==> config.mk <==
export PLATFORM = sky130hd
export DESIGN_NAME = multu_hilo_unit_flat
export DESIGN_NICKNAME = d
export VERILOG_FILES = /design/src/rtl/multu_hilo_unit_if.sv /design/src/rtl/multu_hilo_unit.sv /design/src/flat_wrapper.sv
export SDC_FILE = /design/constraint.sdc
export NUM_CORES = 1
export LEC_CHECK = 0
export ABC_AREA = 1
export ABC_CLOCK_PERIOD_IN_PS = 2900
export CAP_MARGIN = 30
export CORE_UTILIZATION = 55
export DETAILED_ROUTE_END_ITERATION = 7
export PLACE_DENSITY_LB_ADDON = 0.08
export SLEW_MARGIN = 20
export SYNTH_ARGS = -nofsm -noshare
export SYNTH_HDL_FRONTEND = slang
export SYNTH_SLANG_ARGS = --single-unit
==> constraint.sdc <==
create_clock -name Clk -period 2.9 [get_ports Clk]
set_clock_uncertainty 0.2 [all_clocks]
set_input_delay 0.87 -clock Clk [delete_from_list [all_inputs] [get_ports Clk]]
set_output_delay 0.87 -clock Clk [all_outputs]
set_load 0.05 [all_outputs]
==> src/rtl/multu_hilo_unit_if.sv <==
// Operation/operand/result bundle between ALU control and the HI/LO multiplier.
interface multu_hilo_unit_if #(
  parameter int WIDTH = 32
);
  logic [5:0]       MULTUOperation;
  logic [WIDTH-1:0] dataA;
  logic [WIDTH-1:0] dataB;
  logic [WIDTH-1:0] Hi;
  logic [WIDTH-1:0] Lo;
  logic             Busy;
  logic             Done;

  modport master (
    output MULTUOperation, dataA, dataB,
    input  Hi, Lo, Busy, Done
  );

  modport slave (
    input  MULTUOperation, dataA, dataB,
    output Hi, Lo, Busy, Done
  );
endinterface

==> src/rtl/multu_hilo_unit.sv <==
// Sequential unsigned WIDTHxWIDTH shift-add multiplier feeding the HI/LO pair.
// One iteration per clock; the finished product waits in DONE for a HILO commit.
module multu_hilo_unit #(
  parameter int          WIDTH      = 32,
  parameter logic [5:0]  MULTU_CODE = 6'b011001,
  parameter logic [5:0]  HILO_CODE  = 6'b111111
) (
  input  logic               Clk,
  input  logic               Reset_n,
  multu_hilo_unit_if.slave   bus
);
  localparam int CW = $clog2(WIDTH);

  typedef enum logic [1:0] {IDLE, RUN, DONE} state_e;

  state_e               state_q, state_d;
  logic [CW-1:0]        count_q, count_d;
  logic [WIDTH-1:0]     mcand_q, mcand_d;
  logic [2*WIDTH:0]     prod_q,  prod_d;   // {carry, upper, lower}
  logic [WIDTH-1:0]     hi_q,    hi_d;
  logic [WIDTH-1:0]     lo_q,    lo_d;
  logic                 busy_q,  busy_d;
  logic                 done_q,  done_d;
  logic [WIDTH:0]       upper;
  logic                 start;

  // A new multiply is accepted from IDLE or DONE, never mid-iteration.
  assign start = (bus.MULTUOperation == MULTU_CODE) && (state_q != RUN);

  // Next-state, datapath iteration and HI/LO commit.
  always_comb begin
    state_d = state_q;
    count_d = count_q;
    mcand_d = mcand_q;
    prod_d  = prod_q;
    hi_d    = hi_q;
    lo_d    = lo_q;
    upper   = prod_q[2*WIDTH:WIDTH];
    if (start) begin
      mcand_d = bus.dataA;
      prod_d  = {{(WIDTH+1){1'b0}}, bus.dataB};
      count_d = '0;
      state_d = RUN;
    end else begin
      case (state_q)
        RUN: begin
          if (prod_q[0]) upper = prod_q[2*WIDTH:WIDTH] + {1'b0, mcand_q};
          prod_d  = {upper, prod_q[WIDTH-1:0]} >> 1;
          count_d = count_q + 1'b1;
          if (count_q == CW'(WIDTH-1)) state_d = DONE;
        end
        DONE: begin
          if (bus.MULTUOperation == HILO_CODE) begin
            hi_d    = prod_q[2*WIDTH-1:WIDTH];
            lo_d    = prod_q[WIDTH-1:0];
            state_d = IDLE;
          end
        end
        default: ;
      endcase
    end
    busy_d = (state_d == RUN);
    done_d = (state_d == DONE);
  end

  // State and datapath registers; reset discards any operation in flight.
  always_ff @(posedge Clk or negedge Reset_n) begin
    if (!Reset_n) begin
      state_q <= IDLE;
      count_q <= '0;
      mcand_q <= '0;
      prod_q  <= '0;
      hi_q    <= '0;
      lo_q    <= '0;
      busy_q  <= 1'b0;
      done_q  <= 1'b0;
    end else begin
      state_q <= state_d;
      count_q <= count_d;
      mcand_q <= mcand_d;
      prod_q  <= prod_d;
      hi_q    <= hi_d;
      lo_q    <= lo_d;
      busy_q  <= busy_d;
      done_q  <= done_d;
    end
  end

  assign bus.Hi   = hi_q;
  assign bus.Lo   = lo_q;
  assign bus.Busy = busy_q;
  assign bus.Done = done_q;
endmodule
==> src/flat_wrapper.sv <==
// flat-port wrapper written by rule: the top's interface ports become plain ports
module multu_hilo_unit_flat 
#(
  parameter int          WIDTH      = 32,
  parameter logic [5:0]  MULTU_CODE = 6'b011001,
  parameter logic [5:0]  HILO_CODE  = 6'b111111
)
  (Clk, Reset_n, bus_MULTUOperation, bus_dataA, bus_dataB, bus_Hi, bus_Lo, bus_Busy, bus_Done);
  multu_hilo_unit_if #(.WIDTH(WIDTH)) bus_i ();
  input  logic Clk;
  input  logic Reset_n;
  input wire logic [$bits(bus_i.MULTUOperation)-1:0] bus_MULTUOperation;
  input wire logic [$bits(bus_i.dataA)-1:0] bus_dataA;
  input wire logic [$bits(bus_i.dataB)-1:0] bus_dataB;
  output wire logic [$bits(bus_i.Hi)-1:0] bus_Hi;
  output wire logic [$bits(bus_i.Lo)-1:0] bus_Lo;
  output wire logic [$bits(bus_i.Busy)-1:0] bus_Busy;
  output wire logic [$bits(bus_i.Done)-1:0] bus_Done;
  assign bus_i.MULTUOperation = bus_MULTUOperation;
  assign bus_i.dataA = bus_dataA;
  assign bus_i.dataB = bus_dataB;
  assign bus_Hi = bus_i.Hi;
  assign bus_Lo = bus_i.Lo;
  assign bus_Busy = bus_i.Busy;
  assign bus_Done = bus_i.Done;
  multu_hilo_unit #(.WIDTH(WIDTH), .MULTU_CODE(MULTU_CODE), .HILO_CODE(HILO_CODE)) u_core (.Clk(Clk), .Reset_n(Reset_n), .bus(bus_i));
endmodule
==> results.json <==
{
  "cts_resized": 0,
  "relSlewSlack_pct": 61.2,
  "cts_setup_buffers": 0,
  "vias": 8231,
  "r2r-start": "u_core.mcand_q[0]$_DFFE_PN0P_",
  "setup_viol": 0,
  "remaining_drc_errors": 0,
  "final_cell_mix": "nand2_1 (481), inv_1 (190), dfrtp_1 (169), clkdlybuf4s50_1 (136), o21ai_1 (64)",
  "p_total_uw": 8900,
  "ios": 138,
  "peakVddDrop_uv": 511,
  "post_synth_num_cell_types": 32,
  "dieWidth_um": 131,
  "preCtsSetupSlack_ps": 39.3,
  "setup-tns-final_ps": 0,
  "worstSetupStartpointType": "flip-flop",
  "ys_ff_latch": 169,
  "finalNonFillerCells": 1602,
  "nFillCells": 1351,
  "ant_nets": 0,
  "syn_area_mm2": 0.00920,
  "powerDensity_mw_per_mm2": 773,
  "core_mm2": 0.0161,
  "crit_cells": 1,
  "drv_slew": 0,
  "n_antenna_cell": 0,
  "r2r_slack_ps": 440,
  "area_growth_syn_to_layout_pct": 25.0,
  "cts.sinks": 169,
  "rows": 46,
  "min_path_type": "primary input to async pin",
  "ys_seq_area_share_pct": 46.0,
  "overflow": 0,
  "grt_max_degree": 75,
  "dp.cells": 1570,
  "worstSetupPathType": "flip-flop to primary output",
  "drv_cap": 0,
  "synth_warnings": 0,
  "synth.avg_cell_area_um2": 7.42,
  "track_usage_pct": 28.2,
  "gp_congestion": 0.979,
  "drt_first_pass_iters": 5,
  "cp_data_arrival_time_ps": 1640,
  "period_minus_slack_ps": 2710,
  "worst_pin_slew_ps": 581,
  "cts_buffers": 17,
  "cts-root-buf": "clkbuf_16",
  "synth_nets": 1349,
  "start_util_pct": 57.1,
  "grt_pass1_vias": 8142,
  "layout_commonest_cell": "nand2_1",
  "critical_path.max_stage_delay_ps": 860,
  "fp.dieH_um": 131,
  "dr.first_iter.drc_count": 493,
  "utilization_pct": 71.4,
  "path_buf_inv": 1,
  "crit_start": "u_core.bus.Hi[21]$_DFFE_PN0P_",
  "viasPerCell": 5.14,
  "layout-drive-gt1-share_pct": 4.47,
  "port_buffers": 137,
  "cts-hold-fix-buffers": 0,
  "crit_family": "buffers and inverters",
  "layout.nets": 1482,
  "grt_pass1_wl_um": 39200,
  "dp_hpwl_um": 16400,
  "die-area_mm2": 0.0173,
  "crit_chain": "clkdlybuf4s50_1",
  "endpoint_kind": "primary output",
  "fmax_mhz": 369,
  "wl_per_cell_um": 14.3,
  "reg2regPathDepth": 12,
  "fin_ws_ps": 192,
  "period_share_pct": 93.4,
  "cp.required_ps": 1830,
  "leakage_uw": 0.00596,
  "rsz0062_at_grt": "no",
  "crit_fanout": 2,
  "crit_path_top_delay_cell": "clkdlybuf4s50_1",
  "synth_cells": 1240,
  "clk_latency_ps": 430,
  "htree_levels": 4,
  "clockBufferDepth": 2,
  "status": "completed",
  "final_hold_viol_count": 0,
  "antenna_found_initial": 0,
  "cts_tree": "built",
  "clk_pin_slew_worst_paths_ps": 70,
  "wl_um": 22900
}
[cell usage after synthesis]
cell type | count | area (µm²)
nand2_1 | 481 | 1810
inv_1 | 190 | 713
dfrtp_1 | 169 | 4230
o21ai_1 | 64 | 320
a21oi_1 | 54 | 270
nand3_1 | 47 | 235
nor2_1 | 45 | 169
ha_1 | 36 | 450
o21ai_0 | 32 | 160
o221ai_1 | 31 | 272
buf_2 | 20 | 100
clkbuf_1 | 16 | 60.1
xor2_1 | 14 | 123
buf_4 | 8 | 60.1
and2_1 | 3 | 18.8
inv_2 | 3 | 11.3
nand3b_1 | 3 | 22.5
nand4_1 | 3 | 18.8
o211ai_1 | 3 | 22.5
o22ai_1 | 3 | 18.8
a22o_1 | 2 | 17.5
nand2_2 | 2 | 12.5
nor3_1 | 2 | 10.0
a21o_1 | 1 | 7.51
and3_1 | 1 | 6.26
clkinv_1 | 1 | 3.75
fa_1 | 1 | 20.0
nand3_2 | 1 | 10.0
nor2_2 | 1 | 6.26
nor3b_2 | 1 | 12.5
o21bai_1 | 1 | 7.51
o31ai_1 | 1 | 7.51
[state kept, by name, summed over array words and instances, names as in the netlist]
name             count
u_core.state_q       2
u_core.prod_q       64
u_core.mcand_q      32
u_core.bus.Hi       32
u_core.bus.Busy      1
u_core.bus.Done      1
u_core.count_q       5
u_core.bus.Lo       32
[kinds of logic (layout without fill, tap and decap cells)]
group | Yosys count | in the layout | synth area share (%)
and+or+nand+nor | 590 | 590 | 25.3
xor gates and xnor gates | 14 | 14 | 1.33
buffers and inverters | 238 | 384 | 10.3
adders and majority gates | 37 | 37 | 5.11
AOI/OAI and AO/OA | 192 | 192 | 12.0
DFF | 169 | 169 | 46.0
[stage by stage]
step | hold slack [ps] | instance area [µm²]
after global placement | 267 | 10900
after CTS | 134 | 11500
after detailed placement | 273 | 10900
final | 123 | 11500
after floorplan | 251 | 9200
after global routing | 141 | 11500
[worst paths after layout]
kind / endpoint
min in group Clk: u_core.bus.Lo[8]$_DFFE_PN0P_
hold reg to reg: u_core.bus.Lo[8]$_DFFE_PN0P_
max in group asynchronous: u_core.prod_q[52]$_DFFE_PN0P_
setup reg to reg: u_core.prod_q[59]$_DFFE_PN0P_
hold / removal: u_core.bus.Lo[26]$_DFFE_PN0P_
setup / recovery: bus_Hi[21]
[report_power, final]
group          internal, µW  switching [µW]  total, µW
Clock                  1250            1070       2320
Combinational          1180            2200       3380
Sequential             2880             317       3200
Total                  5310            3590       8900
[per-layer routing]
metal / GRT usage, % / part of all wire (%) / vias to the layer above / wire (µm)
li1: - / - / 4166 / -
met1: 37.4 / 46 / 3800 / 10400
met2: 46.9 / 48 / 223 / 10900
met3: 4.21 / 4.3 / 42 / 982
met4: 10.6 / 2.5 / 0 / 576
met5: 0 / 0 / - / 0
[cell type report]
cell class / instances / area (µm²) / share of cell area [%]
Clock buffer: 18 / 439 / 3.82
Clock inverter: 14 / 160 / 1.39
Inverter: 194 / 728 / 6.33
Multi-Input combinational cell: 833 / 4020 / 35.0
Sequential cell: 169 / 4230 / 36.8
Tap cell: 216 / 270 / 2.35
Timing Repair Buffer: 158 / 1660 / 14.4
Power figures use the tool's default switching activity.
